===== src/rtl/pe_cell.sv =====
// Systolic-array processing element: forwards a/b/c to its neighbours
// and keeps two wrapping multiply-accumulate sums sharing operand a.
`timescale 1ns/1ps
module pe_cell #(
  parameter int WIDTH = 8
) (
  input  logic               clk,
  input  logic               reset,
  input  logic               enable,
  input  logic [WIDTH-1:0]   a,
  input  logic [WIDTH-1:0]   b,
  input  logic [WIDTH-1:0]   c,
  output logic [WIDTH-1:0]   e,
  output logic [WIDTH-1:0]   f,
  output logic [WIDTH-1:0]   g,
  output logic [2*WIDTH-1:0] acc1,
  output logic [2*WIDTH-1:0] acc2
);

  localparam int AW = 2 * WIDTH;

  logic [WIDTH-1:0] e_q, e_d;
  logic [WIDTH-1:0] f_q, f_d;
  logic [WIDTH-1:0] g_q, g_d;
  logic [AW-1:0]    acc1_q, acc1_d;
  logic [AW-1:0]    acc2_q, acc2_d;
  logic [AW-1:0]    prod1;
  logic [AW-1:0]    prod2;

  // Zero-extend before multiplying so the full product survives.
  always_comb begin
    prod1 = {{WIDTH{1'b0}}, a} * {{WIDTH{1'b0}}, b};
    prod2 = {{WIDTH{1'b0}}, a} * {{WIDTH{1'b0}}, c};
  end

  always_comb begin
    e_d    = e_q;
    f_d    = f_q;
    g_d    = g_q;
    acc1_d = acc1_q;
    acc2_d = acc2_q;
    if (enable) begin
      e_d    = a;
      f_d    = b;
      g_d    = c;
      acc1_d = acc1_q + prod1;
      acc2_d = acc2_q + prod2;
    end
  end

  always_ff @(posedge clk or posedge reset) begin
    if (reset) begin
      e_q    <= '0;
      f_q    <= '0;
      g_q    <= '0;
      acc1_q <= '0;
      acc2_q <= '0;
    end else begin
      e_q    <= e_d;
      f_q    <= f_d;
      g_q    <= g_d;
      acc1_q <= acc1_d;
      acc2_q <= acc2_d;
    end
  end

  assign e    = e_q;
  assign f    = f_q;
  assign g    = g_q;
  assign acc1 = acc1_q;
  assign acc2 = acc2_q;

endmodule


===== config.mk =====
export PLATFORM = sky130hd
export DESIGN_NAME = pe_cell
export DESIGN_NICKNAME = d
export VERILOG_FILES = /design/src/rtl/pe_cell.sv
export SDC_FILE = /design/constraint.sdc
export NUM_CORES = 1
export LEC_CHECK = 0
export CAP_MARGIN = 10
export CORE_UTILIZATION = 51
export DETAILED_ROUTE_END_ITERATION = 6
export GPL_ROUTABILITY_DRIVEN = 0
export GPL_TIMING_DRIVEN = 0
export PLACE_DENSITY_LB_ADDON = 0.2
export SYNTH_ARGS = -nofsm -noshare
export SYNTH_HDL_FRONTEND = slang
export SYNTH_SLANG_ARGS = --single-unit

===== constraint.sdc =====
create_clock -name clk -period 4.57 [get_ports clk]
set_input_delay 0.914 -clock clk [delete_from_list [all_inputs] [get_ports clk]]
set_output_delay 0.914 -clock clk [all_outputs]
set_load 0.02 [all_outputs]

After elaboration in Yosys (flattened, before gate mapping)
Index checks and enable logic that the tools add are counted.
W data, S select, Z words.
{"block": "word_totals", "ff_bits": 56, "inputBits": 27, "output_inout_bits": 56, "word_cells": 9}
{"block": "op_classes", "n_addsub": 2, "multipliers": 2}
{"operator": "$add A16 B16 Y16", "n": 2}
{"operator": "$mul A8 B8 Y16", "n": 2}

Logic depth before layout (Yosys ltp)
Gate-level depths: netlist of run 1.
{"block": "depth", "ltp_word": 2, "depth_mapped": 18, "mapped_depth_nobuf": 17}

Worst setup path before layout of run 1
OpenSTA, ideal clock, no wires.
{"block": "synth_path", "path_kind": "input to register", "start": "in a[5]", "end": "reg acc2_q[12] (netlist: acc2[12])", "setup_time_ns": 0.125, "arrival_time_ns": 4.718, "required_ns": 4.445, "slack_ns": -0.273, "cell_stages": 15, "n_path_buf": 1, "path_cell_list": "clkbuf_1 > nand2_1 > fa_1 > fa_1 > inv_1 > fa_1 > inv_1 > fa_1 > inv_1 > ha_1 > or3_4 > o21a_4 > a31oi_4 > xnor2_1 > mux2_4"}
{"block": "synth_between", "elab_chain_cells": 2}
{"element": "from (decl)", "line": "10", "source": "input logic [WIDTH-1:0] a,"}
{"element": "$mul A8 B8 Y16", "line": "33", "source": "prod2 = {{WIDTH{1'b0}}, a} * {{WIDTH{1'b0}}, c};"}
{"element": "$add A16 B16 Y16", "line": "47", "source": "acc2_d = acc2_q + prod2;"}
{"element": "to (signal assigned)", "line": "57", "source": "acc2_q <= '0;"}
{"element": "to (signal assigned)", "line": "63", "source": "acc2_q <= acc2_d;"}
{"element": "to (decl)", "line": "26", "source": "logic [AW-1:0] acc2_q, acc2_d;"}
No other way between the ends.
A chain may end at the register's enable or synchronous reset.

Final worst setup path of run 1
{"block": "layout_path", "start": "in a[5]", "end": "reg acc1_q[13] (netlist: acc1[13])"}
{"block": "layout_between", "elab_chain_cells": 2}
{"element": "$mul A8 B8 Y16", "line": "32", "source": "prod1 = {{WIDTH{1'b0}}, a} * {{WIDTH{1'b0}}, b};"}
{"element": "$add A16 B16 Y16", "line": "46", "source": "acc1_d = acc1_q + prod1;"}
{"element": "to (signal assigned)", "line": "56", "source": "acc1_q <= '0;"}
{"element": "to (signal assigned)", "line": "62", "source": "acc1_q <= acc1_d;"}
{"element": "to (decl)", "line": "25", "source": "logic [AW-1:0] acc1_q, acc1_d;"}
No other way between the ends.

==> results.md, run 1 <==
* Status: finished clean
* Unrepaired setup endpoints after global routing: true
* Clock Root Buffer: clkbuf_16
* TritonCTS clock tree: done
* Worst Setup SP: a[5]
* Total area of multi-input combinational cells at around 0.0051 mm2
* PortBufs at 77
* Post-synthesis instance area at 0.00704 mm2
* Number of buffers inserted during clock tree synthesis at 5
* Grt ovf at 0
* Number of max-cap violations at 0
* Initial drt markers at 246
* Sum of net half-perimeters after detailed placement at about 13000 um
* Synthesized netlist cell count at 750
* Post-synthesis compound-gate area fraction at between 6 and 7%
* Number of iterations in the first detailed-routing pass at 4
* Startpoint of the worst-slack reg-to-reg timing path: acc2[7]$_DFFE_PP0P_
* Number of clock sinks at 56
* Flops & latches, synth at 56
* Boundary pin count at 83
* Via count of the first global-routing pass at 5794
* Tightest Hold Check Type: reg -> reg
* Drt drc at 0
* Count of cells along the worst register-to-register path at 14
* Total inserted antenna cells at 0
* Adder-cell share of the synthesized area at 40.9%
* Main combinational cell family by area after synthesis: adder cells
* Die width at between 100 and 150 um
* # fillers at 1091
* Clock latency at the later pin of the worst-skew pair at 310 ps
* Via count at 5394
* Crit path time final at 4550 ps
* Overall global routing resource usage at between 20% and 30%
* Launch point of the worst hold path: acc1[15]$_DFFE_PP0P_
* Routed length per placed instance at 16.4 um
* Simple-gate share of the synthesized area at 12.1%
* Final worst setup slack at 21.2 ps
* Critical setup path kind: in -> reg
* Initial Util at 52.7%
* Number of different library cells in the post-synthesis netlist at 34
* Headroom to the max-slew limit at 32.4%
* Post-route antenna net violation count at 0
* Post-route clock skew at 4.08 ps
* FF+latch area at 0.00140 mm2
* Die area at 0.0143 mm2
* Mean cell area of the mapped netlist at 9.38 um2
* Worst setup slack after placement at -1150 ps
* Peak clock frequency supported by timing at 220 MHz
* Proportion of netlist area held by the largest area contributor at 28.5%
* Net count of the mapped netlist at ~950
* Element type at the critical path end: flip-flop
* Min-Delay Path Depth at 1
* H-tree depth at 2
* Area leader, netlist: fa_1
* Nets at 1058
* Worst Hold Margin at between 400 and 500 ps
* Multiplexer share of the synthesized area at 6.21%
* Number of setup violations in the final report at 0
* Leading cell types by total area after synthesis: fa_1, dfrtp_1, ha_1
* Actual transition at the worst max-transition pin at between 1000 and 1500 ps
* Syn. warnings at 0
* Highest net fanout along the worst path at 6
* First-pass GRT wire length at 28200 um
* Final Hold Fails at 0
* Part of the Yosys area used for sequential elements at ~20%
* Maximum number of pins on one net before global-route repair at 30
* Pins Over Slew Limit at 0
* Period utilization at 99.5%
* Number of antenna violations at the first check in global routing at 0
* Number of rows in the core area at 42
* Maximum clock path buffer count at 2
* Share of the synthesized netlist area taken by xor and xnor gates at 3.11%
* Overall die height at 119 um
* Clock transition at path regs at 70 ps
* Area growth, synth to finish at 26.1%
* Aggregate negative setup slack at 0 ps
* Critical path startpoint category: input port
* Share of cells above drive strength 1 at 19.1%
* Via-to-Cell Ratio at 5.20
* Endpoint required time on the critical path at 4730 ps
* Worst endpoint data arrival time at 4710 ps
* Core box area at 0.0133 mm2
* Routed WL at about 17000 um
area by class of cell:
type,count,area share (%)
clock buffer,7,1.72
inverter,199,8.42
tap,176,2.48
sequential,56,15.8
clock inverter,1,0.338
buffer,17,1.92
multi-input combinational,475,57.3
timing repair buffer,107,12.0
Yosys cell counts:
library cell / number
inv_1: 199
fa_1: 100
nand2_1: 81
ha_1: 70
and2_1: 64
dfrtp_1: 56
mux2_2: 33
a21oi_1: 19
clkbuf_1: 19
o21ai_0: 18
xnor2_1: 15
nor2_1: 12
xor2_1: 10
a21o_1: 7
nand2b_1: 6
a31oi_1: 5
mux2i_1: 5
o21ai_1: 4
a21oi_2: 3
nand3_1: 3
o211ai_1: 3
o21a_1: 3
o21bai_1: 3
and3_1: 2
a31oi_4: 1
buf_1: 1
mux2_4: 1
nand4_1: 1
nor3_1: 1
nor3b_1: 1
o2111ai_1: 1
o21a_4: 1
or3_1: 1
or3_4: 1
flip-flops by register name, summed over array words and instances, names as in the netlist:
name / count
e: 8
f: 8
g: 8
acc1: 16
acc2: 16
cell usage in the layout (no fill, tap or decap), types with 3 or more instances in the layout:
cell type / synthesis / layout
inv_1: 199 / 191
fa_1: 100 / 93
nand2_1: 81 / 73
and2_1: 64 / 61
ha_1: 70 / 59
clkdlybuf4s50_1: 0 / 57
dfrtp_1: 56 / 56
mux2_2: 33 / 33
buf_4: 0 / 27
o21ai_0: 18 / 15
xnor2_1: 15 / 14
nor2_1: 12 / 11
a21oi_1: 19 / 10
xor2_1: 10 / 10
a21oi_2: 3 / 9
clkbuf_16: 0 / 9
clkbuf_1: 19 / 8
inv_2: 0 / 8
a21o_1: 7 / 7
buf_2: 0 / 7
fa_2: 0 / 7
ha_4: 0 / 7
nand2_2: 0 / 6
buf_12: 0 / 6
nand2b_1: 6 / 5
o21ai_2: 0 / 5
mux2i_1: 5 / 5
buf_6: 0 / 5
a31oi_1: 5 / 4
ha_2: 0 / 4
clkbuf_4: 0 / 4
a21oi_4: 0 / 3
o21bai_1: 3 / 3
o21a_1: 3 / 3
o211ai_1: 3 / 3
buf_8: 0 / 3
clkbuf_8: 0 / 3
and2_4: 0 / 3
through the flow:
| step | area (um2) | instances | utilization [%] |
|---|---|---|---|
| finish | 8870 | 1038 | 66.5 |
| global route | 8870 | 1038 | 66.5 |
| global placement | 8160 | 1003 | 61.1 |
| floorplan | 7170 | 750 | - |
| detailed placement | 8180 | 1004 | 61.3 |
| CTS | 8500 | 1021 | 63.7 |
worst max-delay path, stage by stage:
cell and delay, ps:
buf_12 90, clkbuf_16 140, buf_12 100, nand2_4 40, fa_1 490, fa_1 490, inv_1 50, fa_1 480
inv_1 50, fa_1 510, inv_2 50, ha_4 240, a21o_1 200, a21oi_4 210, o21ai_2 100, buf_4 160
a21oi_2 150, xor2_1 160, mux2i_1 90
metal layers:
layer / up-vias / wire length, um / part of all wire [%] / GRT usage [%]
met5: - / 0 / 0 / 0
met4: 0 / 367 / 2.2 / 7.81
met3: 23 / 868 / 5.1 / 4.21
met2: 155 / 8670 / 51 / 44.0
met1: 2742 / 7080 / 42 / 32.7
li1: 2474 / - / - / -
logic make-up (layout without fill, tap and decap cells):
| family | Yosys count | count (layout) |
|---|---|---|
| buffers and inverters | 219 | 331 |
| AO/OA/AOI/OAI | 68 | 68 |
| XOR/XNOR | 25 | 25 |
| adder cells (fa/ha/maj) | 170 | 170 |
| AND/OR/NAND/NOR | 173 | 173 |
| multiplexers | 39 | 39 |
| flip-flops | 56 | 56 |
final timing paths:
path | slack [ps] | endpoint
max | 20 | acc1[13]$_DFFE_PP0P_
min | 470 | acc1[15]$_DFFE_PP0P_
max reg2reg | 450 | acc2[12]$_DFFE_PP0P_
min reg2reg | 470 | acc1[15]$_DFFE_PP0P_
max in group asynchronous | 2960 | acc1[2]$_DFFE_PP0P_
min in group asynchronous | 1020 | acc2[14]$_DFFE_PP0P_
what timing repair did:
action	CTS	global route
gates cloned	0	2
pin swaps	14	44
setup endpoints to repair	20	15
hold buffers	0	0
resized for setup	122	85
buffers inserted	11	16
Power of run 1 is not shown: default switching activity piles up to over one toggle a cycle in this logic, so the estimate is an artifact.
==> run 2, diff against run 1 <==
CAP_MARGIN = 20   (was 10)
==> run 2 against run 1 <==
Clock-buffer cell count unchanged. Worst setup slack unchanged. Die area unchanged. Hold slack did not move. Critical path depth stayed put. Clock skew did not move. Register-to-register slack hardly changed.
==> results.md, run 2 (synthesis gave the netlist of run 1 again) <==
* Initial drt markers at 246
* Routed WL at 17000 um
* TritonCTS clock tree: done
* Clock transition at path regs at 70 ps
* PortBufs at 77
* Headroom to the max-slew limit at 32.4%
* Highest-delay cell along the critical path: fa_1
* Maximum clock path buffer count at 2
* Endpoint required time on the critical path at 4730 ps
* Number of clock sinks at 56
* Sum of net half-perimeters after detailed placement at 12900 um
* Number of rows in the core area at 42
* Critical path startpoint category: input port
* Post-route clock skew at between 4 and 5 ps
* Grt ovf at 0
* Maximum number of pins on one net before global-route repair at 30
* Number of iterations in the first detailed-routing pass at 4
* Status: finished clean
* Overall die height at 119 um
* Via count of the first global-routing pass at ~5.8k
* H-tree depth at 2
* Area growth, synth to finish at 26.1%
* Peak clock frequency supported by timing at 220 MHz
* Die width at 119 um
* Reg2reg end: acc2[12]$_DFFE_PP0P_
* CP Cell Sequence: buf_12, clkbuf_16, buf_12, nand2_4, fa_1, fa_1, inv_1, fa_1, inv_1, fa_1, inv_2, ha_4, a21o_1, a21oi_4, o21ai_2, buf_4, a21oi_2, xor2_1, mux2i_1
* Initial Util at 52.7%
* Min-Delay Path Depth at 1
* Cell mode on critical path: fa_1
* Clock latency at the later pin of the worst-skew pair at 310 ps
* Critical setup path kind: in -> reg
* Number of buffers inserted during clock tree synthesis at 5
* Most common cell after layout, fill and taps aside: inv_1
* Period utilization at 99.5%
* Crit path time final at 4550 ps
* Via-to-Cell Ratio at 5.20
* First-pass GRT wire length at 28200 um
* Number of setup violations in the final report at 0
* Unrepaired setup endpoints after global routing: true
* Actual transition at the worst max-transition pin at 1010 ps
* Post-route antenna net violation count at 0
* Number of antenna violations at the first check in global routing at 0
* Die area at 0.0143 mm2
* R2R setup slack at 450 ps
* Routed length per placed instance at 16.4 um
* Met2 track demand over resource at 44.0%
* Top cell family by delay on the critical path: adder cells
* Share of cells above drive strength 1 at 19.1%
* # fillers at around 1.1k
* Met1 usage in global routing at roughly 33%
* Drt drc at 0
* Boundary pin count at 83
* Worst hold path endpoint: acc1[15]$_DFFE_PP0P_
* Clock Root Buffer: clkbuf_16
* Quantity of hold-fixing buffers added after cts at 0
* Overall global routing resource usage at 25.5%
* Tightest Hold Check Type: reg -> reg
* Element type at the critical path end: flip-flop
* Nets at roughly 1.1k
* Worst endpoint data arrival time at 4710 ps
* Pins Over Slew Limit at 0
* Core box area at 0.0133 mm2
* Via count at 5394
* Highest-count cells in the layout ignoring fill and taps: inv_1, fa_1, nand2_1
* Worst Hold Margin at 465 ps
* Count of cells along the worst register-to-register path at 14
* Met3 global-route usage at 4.21%
* CP bufs+invs at 7
* Startpoint of the worst-slack reg-to-reg timing path: acc2[7]$_DFFE_PP0P_
* Launch point of the worst hold path: acc1[15]$_DFFE_PP0P_
* Total inserted antenna cells at 0
* Max stage delay on crit path at 510 ps
* Number of max-cap violations at 0
* Highest net fanout along the worst path at 6
* Busiest layer in global routing: met2
* Final Hold Fails at 0
## run 2: cell counts in the layout (fill, tap and decap cells not counted)
Identical to the previous run, type by type.
## run 2: worst register-to-register path, stage by stage, from the launching register on
cell and delay (ps):
dfrtp_1 350, inv_1 80, fa_2 570, inv_1 50, fa_1 460, fa_1 560, inv_2 40, fa_1 510
inv_2 50, ha_4 160, or3_4 420, o21a_4 240, a31oi_4 180, xnor2_2 90, mux2_4 250
## run 2: final cells by class
| class | count | area, um2 | share of cell area, % |
|---|---|---|---|
| sequential | 56 | 1400 | 15.8 |
| multi-input combinational | 475 | 5090 | 57.3 |
| clock buffer | 7 | 153 | 1.72 |
| buffer | 17 | 170 | 1.92 |
| inverter | 199 | 747 | 8.42 |
| tap | 176 | 220 | 2.48 |
| clock inverter | 1 | 30.0 | 0.338 |
| timing repair buffer | 107 | 1070 | 12.0 |
## run 2: repair_timing
action,4_1_cts,5_1_grt
setup endpoints to repair,20,15
cloned,0,2
pin swaps,14,44
setup buffers,11,16
gates resized for setup,122,85
## run 2: worst max-delay path by stage
stage | from | to | cells past startpoint | slack (ps)
2_1_floorplan | a[3] | acc2[12]$_DFFE_PP0P_ | 15 | -30
3_3_place_gp | a[0] | acc2[15]$_DFFE_PP0P_ | 17 | -1040
3_5_place_dp | a[7] | acc1[15]$_DFFE_PP0P_ | 17 | -1150
4_1_cts | a[5] | acc2[12]$_DFFE_PP0P_ | 16 | 7
5_1_grt | a[5] | acc1[13]$_DFFE_PP0P_ | 19 | -110
6_report | a[5] | acc1[13]$_DFFE_PP0P_ | 19 | 20
## run 2: routing by layer
metal  part of all wire [%]  wire length (um)  vias to the layer above
met4                    2.2               367                        0
li1                       -                 -                     2474
met3                    5.1               868                       23
met2                     51              8670                      155
met5                      0                 0                        -
met1                     42              7080                     2742
## run 2: stage by stage
stage,setup WS [ps],util (%),instances,area (um2),TNS (ps)
2_1_floorplan,-25.4,-,750,7170,-25.4
3_3_place_gp,-1040,61.1,1003,8160,-16370
3_5_place_dp,-1150,61.3,1004,8180,-18000
4_1_cts,7.39,63.7,1021,8500,0
5_1_grt,-112,66.5,1038,8870,-581
6_report,21.2,66.5,1038,8870,0
Power of run 2 is left out for the same reason.
